--- config.mk ---
export PLATFORM = sky130hd
export DESIGN_NAME = word_serializer
export DESIGN_NICKNAME = d
export VERILOG_FILES = /design/src/rtl/word_serializer.sv
export SDC_FILE = /design/constraint.sdc
export NUM_CORES = 1
export LEC_CHECK = 0
export CORE_UTILIZATION = 38
export DETAILED_ROUTE_END_ITERATION = 10
export HOLD_SLACK_MARGIN = 0.15
export PLACE_DENSITY_LB_ADDON = 0.12
export SKIP_CTS_REPAIR_TIMING = 1
export SLEW_MARGIN = 20
export SYNTH_ARGS = -nofsm -noshare
export SYNTH_HDL_FRONTEND = slang
export SYNTH_SLANG_ARGS = --single-unit
--- constraint.sdc ---
create_clock -name clk -period 5 [get_ports clk]
set_input_delay 1.5 -clock clk [delete_from_list [all_inputs] [get_ports clk]]
set_output_delay 1.5 -clock clk [all_outputs]
set_load 0.01 [all_outputs]
--- src/rtl/word_serializer.sv ---
// Parallel-to-serial front end: buffers one SIZE-bit word behind a valid/ready
// handshake and streams words MSB-first, one bit per cycle, stallable by hold.
module word_serializer #(
  parameter int unsigned SIZE = 8
) (
  input  logic            clk,
  input  logic            reset,
  input  logic [SIZE-1:0] in_data,
  input  logic            in_valid,
  output logic            in_ready,
  input  logic            hold,
  output logic            out,
  output logic            out_enable,
  output logic            out_last,
  output logic            busy
);

  localparam int unsigned CNT_W = $clog2(SIZE);
  localparam logic [CNT_W-1:0] LAST = CNT_W'(SIZE - 1);

  typedef enum logic {IDLE, SHIFT} state_t;

  state_t          state, state_next;
  logic [SIZE-1:0] shift_reg, shift_next;
  logic [CNT_W-1:0] bit_cnt, cnt_next;
  logic [SIZE-1:0] pend_data, pend_data_next;
  logic            pend_full, pend_full_next;
  logic            load;

  always_ff @(posedge clk) begin
    if (reset) begin
      state     <= IDLE;
      shift_reg <= '0;
      bit_cnt   <= '0;
      pend_data <= '0;
      pend_full <= 1'b0;
    end else begin
      state     <= state_next;
      shift_reg <= shift_next;
      bit_cnt   <= cnt_next;
      pend_data <= pend_data_next;
      pend_full <= pend_full_next;
    end
  end

  always_comb begin
    state_next     = state;
    shift_next     = shift_reg;
    cnt_next       = bit_cnt;
    pend_data_next = pend_data;
    pend_full_next = pend_full;
    load           = 1'b0;

    // Accept needs an empty buffer and load needs a full one, so they never collide.
    if (in_valid && in_ready) begin
      pend_data_next = in_data;
      pend_full_next = 1'b1;
    end

    case (state)
      IDLE: begin
        if (pend_full) load = 1'b1;
      end
      SHIFT: begin
        if (!hold) begin
          if (bit_cnt == LAST) begin
            if (pend_full) load = 1'b1;
            else           state_next = IDLE;
          end else begin
            shift_next = shift_reg << 1;
            cnt_next   = bit_cnt + 1'b1;
          end
        end
      end
      default: state_next = IDLE;
    endcase

    if (load) begin
      shift_next     = pend_data;
      cnt_next       = '0;
      pend_full_next = 1'b0;
      state_next     = SHIFT;
    end
  end

  always_comb begin
    in_ready   = !pend_full && !reset;
    out        = (state == SHIFT) ? shift_reg[SIZE-1] : 1'b0;
    out_enable = (state == SHIFT) && !hold;
    out_last   = out_enable && (bit_cnt == LAST);
    busy       = (state == SHIFT) || pend_full;
  end

endmodule

==> out/metrics.csv, run 1 <==
metric,value,unit
synth_top_family_by_area,simple AND/OR/NAND/NOR gates,
routed_wl,1.60,mm
drive_above_1_share,8.70,%
setup_viol,0,
reg2reg_from,bit_cnt[0],
final_area,0.00109,mm^2
ys_top_cells_by_count,"dfxtp_1 (21), nor2_1 (20), nand2_1 (18)",
port_buffers,16,
nNetsFinal,130,
cp-start-kind,input port,
critPathLaunch,hold,
antenna_cells,0,
fmax,0.228,GHz
setup_ws,605,ps
grt_pass1_wl,2.68,mm
synth_xor_area_share,0.980,%
worst-endpoint-required,3500,ps
initial_utilization,40.4,%
cp.arrival,2890,ps
antenna_found_initial,0,
synthToLayoutAreaGrowth,22.4,%
powerDensity,292,mW/mm^2
ff2ff_path_depth,6,
yosys_warnings,0,
yosys.area_share.simple,24.2,%
yosysTopAreaCell,dfxtp_1,
synth.distinct_cells,22,
wl_per_cell,11.2,um
endpoint_kind,primary output,
worstMarginPinSlew,901,ps
grt_max_degree,19,
clk_pin_slew_worst_paths,110,ps
yosysSeqAreaShare,47.1,%
slew_headroom,39.8,%
p_leak,0.415,nW
postSynth.asyncResetShare,0,%
drv_slew,0,
rr_endpoint,shift_reg[1],
design.core.area,0.00221,mm^2
hp-start,bit_cnt[1],
rsz0062_at_grt,no,
placed_cell_area,0.00107,mm^2
maxCapViolCount,0,
synth_edf_count,0,
cts_tree,built,
fin_crit_sh,87.9,%
synth_compound_area_share,12.3,%
die_w,50.5,um
globalplace.congestion,0.698,
synthAdderAreaFrac,2.80,%
drtIter0Drc,17,
htree_levels,1,
ir_worst_vdd,239,uV
skew,3.20,ps
dr.pass1.iters,4,
die_area,0.00255,mm^2
drtAntennaViolNets,0,
synth_area_leaders,"dfxtp_1 (47%), mux2i_1 (9.0%), nor2_1 (8.4%)",
fin_setup_tns,0,ps
grt_pass1_vias,595,
synth_cells,99,
pin_count,17,
clk_root_buffer_cell,clkbuf_4,
cts_sinks,21,
critical_path_class,input port to primary output,
die_h,50.5,um
hold_path.class,register to register,
syn_area,893,um^2
drc,0,
muxShareOfSynthArea,8.96,%
dpl.hpwl,1.13,mm
finalCriticalPeriod,4390,ps
floorplan.rows,17,
synth_most_common_cell,dfxtp_1,
yosys_most_used_dff,dfxtp_1,
clk_latency,300,ps
vias,709,
track_usage,14.5,%
avgViaCountPerCell,4.96,
finalHoldViolations,0,
syn_area_per_cell,9.02,um^2
status,"complete, no violations",
cts_inserted_buffers,3,
path_max_fanout,3,
grt_overflow,0,
cts.path.max_buffers,2,
synth_nets,113,
yosysTopAreaCellShare,47.1,%
r2r_slack,3210,ps
pre_cts_slack,603,ps
critPathCapture,out_last,
ys_seq_elements,21,
==> worst max-delay path: stages <==
cell and delay (ps):
clkdlybuf4s50_1 500, nor2b_1 220, and2_1 150, clkdlybuf4s50_1 520
==> area by class of cell <==
cell class | count | area, um^2
Inverter | 1 | 3.75
Clock buffer | 4 | 26.3
Multi-Input combinational cell | 72 | 440
Tap cell | 28 | 35.0
Timing Repair Buffer | 17 | 168
Sequential cell | 21 | 420
Fill cell | 230 | 1120
==> through the flow <==
step | hold WS (ps) | util [%] | std cells | power [mW]
3_3_place_gp | 446 | 48.2 | 139 | 0.242
5_1_grt | 491 | 49.4 | 143 | 0.340
2_1_floorplan | 440 | - | 99 | 0.223
4_1_cts | 472 | 49.4 | 143 | 0.324
3_5_place_dp | 455 | 48.2 | 139 | 0.242
6_report | 467 | 49.4 | 143 | 0.319
==> power breakdown <==
| group | leakage (nW) | total (mW) | internal [mW] | switching [mW] |
|---|---|---|---|---|
| Combinational | 0.227 | 0.0520 | 0.0271 | 0.0249 |
| Clock | 0.0150 | 0.0806 | 0.0311 | 0.0495 |
| Sequential | 0.172 | 0.186 | 0.179 | 0.00708 |
==> cell usage in the layout, fill, tap and decap left out <==
cell type	n
buf_4	1
a21oi_1	3
o21ba_2	1
nand2_1	18
clkbuf_1	1
nor2b_1	2
a311oi_1	7
nor3_4	1
o211ai_1	1
nand3_1	1
inv_2	1
nor2b_2	1
xnor2_1	1
and2_1	2
dfxtp_1	21
o21ai_4	1
clkdlybuf4s50_1	16
ha_1	2
nor2_1	20
clkbuf_4	3
or2_2	1
mux2i_1	8
nand2b_1	2
==> kinds of logic (layout without fill, tap and decap cells) <==
| family | Yosys count | in the layout |
|---|---|---|
| adders and majority gates | 2 | 2 |
| xor gates and xnor gates | 1 | 1 |
| DFF | 21 | 21 |
| and+or+nand+nor | 48 | 48 |
| buffers and inverters | 6 | 22 |
| AOI/OAI and AO/OA | 13 | 13 |
| muxes | 8 | 8 |
==> per-layer routing <==
| layer | GRT usage (%) | vias up | share of wire (%) |
|---|---|---|---|
| met5 | 0 | - | 0 |
| met4 | 4.17 | 0 | 1.1 |
| met3 | 6.36 | 2 | 4.1 |
| met2 | 22.4 | 13 | 45 |
| met1 | 18.2 | 328 | 50 |
| li1 | - | 366 | - |
==> how the worst min path moves through the flow <==
| stage | to | slack [ps] | cells after the start |
|---|---|---|---|
| global route | bit_cnt[1] | 490 | 2 |
| global placement | bit_cnt[2] | 450 | 2 |
| finish | bit_cnt[1] | 470 | 2 |
| detailed placement | bit_cnt[1] | 450 | 2 |
| CTS | bit_cnt[1] | 470 | 2 |
| floorplan | bit_cnt[1] | 440 | 2 |
Note: power is estimated with default switching activity, not from simulation.
==> run 2: changes to the inputs <==
Settings changed: CTS_CLUSTER_SIZE set to 30, SETUP_SLACK_MARGIN set to 0.2.
==> results of run 2 <==
Same layout as run 1: the final DEF is identical, and so are final timing and power.
